$ cat src/rtl/control_fpgaram.sv
// control_fpgaram: arbitrates an external SRAM between a microcontroller and a FIFO-fed boot loader.
// Ports:
//   control_mem_clk_i / control_mem_rst_i : clock, asynchronous active-low reset
//   micro_sram_*_i, micro_control        : micro-side SRAM bus and ownership request (1 = micro)
//   write_enable_i, fifo_datain_i        : boot FIFO status {permit, not_empty} and pop data
//   read_fifo_o                          : one-cycle FIFO pop strobe
//   sram_*_o                             : SRAM bus (strobes and byte enables active-low)
//   sram_wait_o                          : high while a boot word is in flight
module control_fpgaram #(
    parameter int WR_CYCLES = 3
) (
    input  logic        control_mem_clk_i,
    input  logic        control_mem_rst_i,
    input  logic [21:0] micro_sram_address_i,
    input  logic [31:0] micro_sram_datain_i,
    input  logic        micro_sram_cs_i,
    input  logic        micro_sram_we_i,
    input  logic        micro_sram_oe_i,
    input  logic [1:0]  micro_sram_lb_ub_i,
    input  logic        micro_sram_adv_i,
    input  logic        micro_control,
    input  logic [1:0]  write_enable_i,
    input  logic [31:0] fifo_datain_i,
    output logic        read_fifo_o,
    output logic [21:0] sram_address_o,
    output logic [31:0] sram_datain_o,
    output logic        sram_cs_o,
    output logic        sram_we_o,
    output logic        sram_oe_o,
    output logic        sram_adv_o,
    output logic [1:0]  sram_lb_ub_o,
    output logic        sram_wait_o
);
    localparam int CW = $clog2(WR_CYCLES + 1);
    typedef enum logic [2:0] {IDLE, FETCH, LATCH, SETUP, WRITE, HOLD, DONE} state_t;
    state_t state, next;
    logic [CW-1:0] cnt;
    logic owner;
    logic [21:0] addr;
    logic [31:0] data;
    logic boot_cs, boot_we, boot_adv;
    // Ownership is only sampled between words, so a boot word can never be torn by the micro.
    always_ff @(posedge control_mem_clk_i or negedge control_mem_rst_i) begin
        if (!control_mem_rst_i) begin
            state <= IDLE;
            owner <= 1'b0;
            addr  <= '0;
            data  <= '0;
            cnt   <= '0;
        end else begin
            state <= next;
            if (state == IDLE) owner <= micro_control;
            if (state == IDLE && !write_enable_i[1]) addr <= '0;
            else if (state == DONE) addr <= addr + 22'd1;
            if (state == LATCH) data <= fifo_datain_i;
            cnt <= (state == WRITE) ? cnt + 1'b1 : '0;
        end
    end
    always_comb begin
        next = state;
        case (state)
            IDLE:    next = (!owner && write_enable_i == 2'b11) ? FETCH : IDLE;
            FETCH:   next = LATCH;
            LATCH:   next = SETUP;
            SETUP:   next = WRITE;
            WRITE:   next = (cnt == CW'(WR_CYCLES - 1)) ? HOLD : WRITE;
            HOLD:    next = DONE;
            default: next = IDLE;
        endcase
        boot_cs  = !(state == SETUP || state == WRITE || state == HOLD);
        boot_we  = state != WRITE;
        boot_adv = state != SETUP;
    end
    assign read_fifo_o    = !owner && state == FETCH;
    assign sram_wait_o    = state != IDLE;
    assign sram_address_o = owner ? micro_sram_address_i : addr;
    assign sram_datain_o  = owner ? micro_sram_datain_i : data;
    assign sram_cs_o      = owner ? micro_sram_cs_i : boot_cs;
    assign sram_we_o      = owner ? micro_sram_we_i : boot_we;
    assign sram_oe_o      = owner ? micro_sram_oe_i : 1'b1;
    assign sram_adv_o     = owner ? micro_sram_adv_i : boot_adv;
    // Byte lanes stay enabled for the whole chip-select window of a boot write.
    assign sram_lb_ub_o   = owner ? micro_sram_lb_ub_i : {2{boot_cs}};
endmodule

$ cat config.mk
export PLATFORM = sky130hd
export DESIGN_NAME = control_fpgaram
export DESIGN_NICKNAME = d
export VERILOG_FILES = /design/src/rtl/control_fpgaram.sv
export SDC_FILE = /design/constraint.sdc
export NUM_CORES = 1
export LEC_CHECK = 0
export CORE_AREA = 4 4 99 101
export CTS_BUF_LIST = sky130_fd_sc_hd__clkbuf_4 sky130_fd_sc_hd__clkbuf_8
export DETAILED_ROUTE_END_ITERATION = 10
export DIE_AREA = 0 0 103 105
export PLACE_DENSITY = 0.77
export SKIP_CTS_REPAIR_TIMING = 1
export SYNTH_ARGS = -nofsm -noshare
export SYNTH_HDL_FRONTEND = slang
export SYNTH_SLANG_ARGS = --single-unit
$ cat constraint.sdc
create_clock -name control_mem_clk_i -period 1.7 [get_ports control_mem_clk_i]
set_input_delay 0.255 -clock control_mem_clk_i [delete_from_list [all_inputs] [get_ports control_mem_clk_i]]
set_output_delay 0.255 -clock control_mem_clk_i [all_outputs]
set_load 0.03 [all_outputs]
**Word-level counts from Yosys, hierarchy flattened**

Index checks and enable logic that the tools add are counted.

- Register bits after elaboration: 60
- Input bits: 97
- Word-level logic and storage cells: 41
- Output and inout port bits: 62

- $add $sub $neg: 2
- Multiplexer cells: 13
- Equality and inequality tests: 10
- Reductions and logical operators: 11

Operators with widths:

| kind | number |
|---|---|
| two-way mux 22 bit | 3 |
| two-way mux 32 bit | 1 |
| adder 22 x 1 -> 22 bit, second input constant | 1 |
| case mux 3 bit (6 select lines) | 1 |
| equality test 3 bit, second input constant | 3 |
| equality test 3 x 2 -> 1 bit, second input constant | 2 |
| two-way mux 1 bit | 6 |
| equality test 2 bit, second input constant | 2 |
| two-way mux 2 bit | 2 |
| equality test 3 x 1 -> 1 bit, second input constant | 1 |
| logical AND 1 bit | 3 |
| logical NOT 1 bit | 3 |
| logical NOT 3 bit | 1 |
| inequality test 3 x 2 -> 1 bit, second input constant | 1 |
| inequality test 3 bit, second input constant | 1 |
| nonzero test 3 bit | 1 |
| adder 2 x 1 -> 2 bit, second input constant | 1 |
| logical OR 1 bit | 2 |
| nonzero test 2 bit | 1 |

**Longest topological paths before layout**

- Depth after elaboration: 5
- Gate-level depth with buffers: 6
- Gate-level depth less buffers: 5

**Least setup slack after synthesis**

OpenSTA, ideal clock, no wires.

- Path kind: flip-flop to flip-flop
- Start: register state[2]
- End: register addr[0]
- Stages on the path, launching flop included: 6
- Arrival time: 1,699 ps
- Clock period less this slack: 1,831 ps
- Required time: 1,568 ps
- Slack: -131 ps
- Path buffers: 2
- Library setup time: 132 ps
- Path through: dfrtp_1 -> clkbuf_1 -> or3_2 -> nor2_1 -> clkbuf_1 -> nor2_1

- Longest elaborated chain between the ends: 3
- Elaborated cells between the ends (all ways): 5
- Those cells by class: 1 x eq/ne; 1 x mux; 3 x reduce/logical

Ends and longest elaborated chain:

| element | line | source |
|---|---|---|
| start, declared | 36 | `state_t state, next;` |
| start signal, assigned | 51 | `state <= next;` |
| logical NOT 3 bit | 53 | `if (state == IDLE && !write_enable_i[1]) addr <= '0;` |
| logical AND 1 bit | 53 |  |
| two-way mux 22 bit / nonzero test 2 bit (equally long branches) | -- |  |
| end signal, assigned | 54 | `else if (state == DONE) addr <= addr + 22'd1;` |
| end, declared | 39 | `logic [21:0] addr;` |

Parallel ways exist; a longest one is shown, timed or not.
A chain may end at the register's enable or synchronous reset.

**Final worst setup path**

- Start: register state[2]
- End: output port sram_lb_ub_o[0]

- Longest elaborated chain between the ends: 5
- Elaborated cells between the ends (all ways): 7
- Those cells by class: 3 x eq/ne; 1 x mux; 3 x reduce/logical

Ends and longest elaborated chain:

| element | line | source |
|---|---|---|
| equality test 3 x 2 -> 1 bit / equality test 3 bit (equally long branches) | 70 | `boot_cs = !(state == SETUP \|\| state == WRITE \|\| state == HOLD);` |
| logical OR 1 bit | 70 |  |
| logical OR 1 bit (*) | 70 |  |
| logical NOT 1 bit (*) | 70 |  |
| two-way mux 2 bit (*) | 83 | `assign sram_lb_ub_o = owner ? micro_sram_lb_ub_i : {2{boot_cs}};` |
| end, declared | 31 | `output logic [1:0] sram_lb_ub_o,` |

Mark *: on every way between the ends. The rest lies on a longest branch, timed or not.

==> summary.md <==
| Metric | Value |
|---|---|
| Die Wd | 103 um |
| Final wirelength | 9790 um |
| Final hold violation count | 0 |
| Syn-to-layout area delta | 78.2% |
| Synthesized net count | 383 |
| CTS root buf | clkbuf_8 |
| CTS Buf Count | 9 |
| Synth area leaders | dfrtp_1 (46%), mux2_2 (30%), o21ai_0 (1.8%) |
| Max_cap viols | 0 |
| Peak fanout along the critical path | 7 |
| Crit. End Element | primary output |
| Synth Area per Inst | 11.6 um2 |
| Netlist cell types | 37 |
| GPL Wtd Cong | 0.805 |
| Sequential share of the synthesized area | 45.7% |
| Post-synth EDFFs | 0 |
| IO buf count | 158 |
| Final worst slack | -141 ps |
| WHS | 424 ps |
| ANT nets after route | 0 |
| Max Root-Sink Buffers | 2 |
| Site Rows | 35 |
| PD cells | 1710 mW/mm2 |
| Die area | 0.0108 mm2 |
| WL/cell | 16.4 um |
| Pin count of the biggest net entering global routing | 61 |
| HPWL Detailed | 6840 um |
| Crit Path Class | reg2out |
| Drt pass-1 iters | 4 |
| DP Area | 0.00525 mm2 |
| Final worst-path cycle share | 108% |
| Vias in the first global route | 3100 |
| Pre-CTS setup slack | -268 ps |
| Total vias in the final route | 2994 |
| Max Freq | 0.543 GHz |
| Yosys top cell area share | 45.7% |
| Via density | 5.02 |
| Worst Max-Slew Pin Slew | 350 ps |
| Diodes inserted | 0 |
| Setup TNS | -6430 ps |
| Synth area leader | dfrtp_1 |
| Core area | 0.00902 mm2 |
| Cells after Synth | 284 |
| Worst-skew pair later-pin latency | 330 ps |
| Clk sinks | 60 |
| Die Span Y | 105 um |
| Unrepaired setup endpoints after global routing | yes |
| Clock transition at the registers of the reported paths | 70 ps |
| Reg2Reg Launch Point | state[0] |
| GRT overflow | 0 |
| Endpoints failing setup | 65 |
| Total power | 10.0 mW |
| Ports | 159 |
| Commonest cells in the netlist | mux2_2 (87), dfrtp_1 (60), nor2_1 (16), o21ai_0 (12), clkbuf_1 (11) |
| Initial Util | 36.4% |
| Number of H-tree levels | 3 |
| Worst Skew | 11.7 ps |
| CTS tree | done |
| Finished layout cell area | 0.00586 mm2 |
| Global Route Usage Sum | 16.4% |
| Slew headroom | 76.4% |
| Crit path required time | 1440 ps |
| Max Slew Vio Count | 0 |
| First-pass GRT wire length | 14000 um |
| Worst Hold Launch | cnt[0] |
| Failing checks | setup timing |
| Worst min path class | reg2reg |
| CP arrival | 1590 ps |
| Share of cells above drive strength 1 | 49.3% |
| Most used DFF post-synth | dfrtp_1 |
| Crit. Startpoint | state[2] |
| Synth Register Bits | 60 |
| Synth warn | 0 |
| Status | finished with violations |
| Mapped cell area | 0.00329 mm2 |
| Final min period | 1840 ps |
| Layout net count | 579 |
| 1st-iter DRT viols | 76 |
| Initial antenna violation count | 0 |
| DR DRC count | 0 |
| VDD IR max | 1.04 mV |
| Async SR Flop Fraction | 100% |
| P_leak | 2.54 nW |
| Most common cell in the netlist | mux2_2 |
| Startpoint Class | flip-flop |
==> sequential cells by signal (all words and copies together), names as in the netlist <==
name / cells
addr: 22
cnt: 2
data: 32
state: 3
owner: 1
==> cells in the final DEF (no fill, tap or decap), types with 7 or more instances in the layout <==
cell / instances
buf_12: 10
clkdlybuf4s50_1: 95
o21ai_0: 9
buf_4: 26
mux2_2: 85
dfrtp_1: 59
clkbuf_8: 10
nand3_1: 7
nor2_1: 15
nand2_1: 9
buf_6: 65
==> through the flow <==
step / std cells / utilization (%)
3_3_place_gp: 564 / 58.2
4_1_cts: 580 / 60.4
5_1_grt: 596 / 65.0
6_report: 596 / 65.0
3_5_place_dp: 564 / 58.2
2_1_floorplan: 284 / -
==> critical path, cell delays in order (launching register included) <==
cell      delay [ps]
dfrtp_1          410
buf_6            150
nand3b_1         190
o21ai_2          120
nor2_4            60
a21o_1           190
buf_12           140
==> logic make-up after synthesis <==
group,Yosys count,share of synthesized area (%)
muxes,88,30.1
and+or+nand+nor,71,12.5
DFF,60,45.7
AOI/OAI and AO/OA,30,5.25
buffers and inverters,23,3.04
xor gates and xnor gates,10,2.66
adders and majority gates,2,0.761
==> layer usage <==
| layer | up-vias | GRT usage, % | wire [um] |
|---|---|---|---|
| li1 | 1422 | - | - |
| met1 | 1422 | 18.3 | 3540 |
| met2 | 139 | 27.7 | 5140 |
| met3 | 11 | 6.94 | 952 |
| met4 | 0 | 5.46 | 151 |
| met5 | - | 0 | 0 |
==> final cells by class <==
type	instances	area (um2)
multi-input cells	201	1810
clock inverters	6	63.8
clock buffers	10	138
inverters	6	25.0
fillers	709	3160
flip-flops and latches	60	1510
repair buffers	202	2180
well taps	111	139
==> where the power goes <==
group	internal [mW]	switching, mW	total [mW]	leakage, nW
Combinational	3.50	3.06	6.56	1.68
Clock	0.713	0.563	1.28	0.0983
Sequential	1.90	0.268	2.17	0.757
==> final timing paths <==
path	end	slack [ps]	cells after the start
setup / recovery	sram_lb_ub_o[0]	-140	6
hold / removal	cnt[0]	420	1
setup reg to reg	addr[16]	-40	5
hold reg to reg	cnt[0]	420	1
max in group asynchronous	owner	940	3
min in group asynchronous	addr[5]	460	3
Power figures use the tool's default switching activity.
==> variant (config.mk and constraints unchanged) <==
The 7 states of `state_t` get a one-hot encoding in 7 bits.
--- a/src/rtl/control_fpgaram.sv
+++ b/src/rtl/control_fpgaram.sv
@@ -33,5 +33,5 @@
 );
     localparam int CW = $clog2(WR_CYCLES + 1);
-    typedef enum logic [2:0] {IDLE, FETCH, LATCH, SETUP, WRITE, HOLD, DONE} state_t;
+    typedef enum logic [6:0] {IDLE = 7'b0000001, FETCH = 7'b0000010, LATCH = 7'b0000100, SETUP = 7'b0001000, WRITE = 7'b0010000, HOLD = 7'b0100000, DONE = 7'b1000000} state_t;
     state_t state, next;
     logic [CW-1:0] cnt;
Check against the original RTL: no difference found for any inputs over 10 cycles, from zero or initial values and one cycle with control_mem_rst_i low; not proved beyond that.
==> variant against the unedited design <==
- register-to-register slack worse by 0.57 ns
- total power is 4.2% lower
- the run still ends with setup timing left
- count of clock-buffer cells in the layout stayed put
- non-clock buffer count is 24 higher
- synthesized area is 7.9% higher
- setup slack worse by 0.52 ns
- die area stayed put
- cell area is 7.5% higher
- largest cell class unchanged
- sequential cell count is 4 higher
- routed wire length is 12% higher
- cell count is 8.4% higher
- clock power is 5% lower
==> variant: results (changes against the unedited design) <==
Worst EP arrival: 2.11 ns (+0.52 ns)
Placed Instances: 600 (+6.4%)
vias in the first global route: 3378 (+9.0%)
Filler cells: 671 (-5.4%)
status: finished, violations left
cts bufs inserted: 9 (unchanged)
post-synthesis adder-cell area fraction: 0.705% (-0.056 points)
drt wl/cell: 17.0 um (+3.4%)
post-synthesis compound-gate area fraction: 5.68% (+0.43 points)
GRT Overall Usage: 18.4% (+2.0 points)
syn nets: 410 (+7.0%)
IR Drop Worst-Case VDD: 1040 uV (-0.22%)
WHS Endpoint: cnt[0]
cells after synthesis: 311 (+9.5%)
Setup Skew: 0.0157 ns (+0.00401 ns)
Commonest cells post-synth: mux2_2, dfrtp_1, a21oi_1
Seq/Total Area, Yosys: 45.2% (-0.49 points)
Setup WS post-layout: -0.661 ns (-0.520 ns)
xor and xnor area share after synthesis: 1.73% (-0.94 points)
starting DRC count in detailed routing: 78 (+2.6%)
Layout Cells excl Fill: 646 (+8.4%)
CTS H-tree lvls: 3 (unchanged)
mux contribution to synthesized area: 28.9% (-1.2 points)
final hold viol count: 0 (unchanged)
Area growth syn-to-layout: 77.5%
via/cell ratio: 5.25 (+4.5%)
Pleak: 2.74 nW (+8.0%)
synth unique cells: 38 (+2.7%)
hold path depth: 1 (unchanged)
first-pass GRT wire length: 15.7 mm (+12%)
DRC Markers: 0 (unchanged)
Cell Area, Placed: 5560 um2 (+5.9%)
failing checks: setup timing
Top Registers: data: 32 flops, addr: 22 flops, state: 7 flops
Reg-to-Reg End: owner
CTS clk-pin slew, worst paths: 0.09 ns (+0.02 ns)
Setup-failing EPs final: 116 (+78%)
hpwl dp: 7.60 mm (+11%)
Reg2Reg Launch Point: state[4]
share of cells above drive strength 1: 49.9% (+0.63 points)
total negative slack: -21.51 ns (-15.08 ns)
fin nets: 629 (+8.6%)
pre-CTS WS: -0.616 ns (-0.347 ns)
Worst-Margin Slew: 0.371 ns (+0.0209 ns)
Fin Hold WS: 0.425 ns (+0.000812 ns)
Placer Congestion: 0.864 (+7.3%)
dominant synthesized flop cell: dfrtp_1
largest fanout on the critical path: 6 (-1)
-- variant: cell type report --
class | instances | area share [%]
Timing Repair Buffer | 226 | 37.2
Tap cell | 111 | 2.21
Clock inverter | 6 | 0.715
Multi-Input combinational cell | 223 | 31.8
Sequential cell | 64 | 25.5
Clock buffer | 10 | 2.19
Inverter | 6 | 0.358
-- variant: worst max path at each step --
stage	startpoint	endpoint	slack (ns)	cells past startpoint
after floorplan	state[4]	owner	-0.33	4
after global placement	state[1]	sram_we_o	-0.61	5
after detailed placement	state[1]	sram_we_o	-0.62	5
after CTS	state[1]	sram_we_o	-1.01	5
after global routing	state[3]	sram_wait_o	-0.70	4
final	state[4]	sram_wait_o	-0.66	3
-- variant: cells by family after synthesis --
kind of cell / after synthesis
multiplexers: 91
buffers and inverters: 24
flip-flops: 64
AO/OA/AOI/OAI: 36
adder cells (fa/ha/maj): 2
XOR/XNOR: 7
AND/OR/NAND/NOR: 87
-- variant: worst max-delay path, stage by stage, from the launching register on --
cell and delay, ns:
dfrtp_2 0.46, or4_4 0.57, or4b_4 0.57, buf_6 0.16
-- variant: where the power goes --
part / internal [mW] / leakage (nW) / switching (mW) / total [mW]
Combinational: 3.38 / 1.85 / 2.80 / 6.18
Sequential: 1.95 / 0.811 / 0.244 / 2.20
Clock: 0.571 / 0.0845 / 0.637 / 1.21
-- variant: routing by layer --
layer  global-route usage [%]  part of all wire, %  wire length, um
met5                        0                    0                0
met4                     5.55                 0.90               99
met2                     32.7                   51             5610
met3                     5.14                   10             1120
met1                     21.0                   38             4140
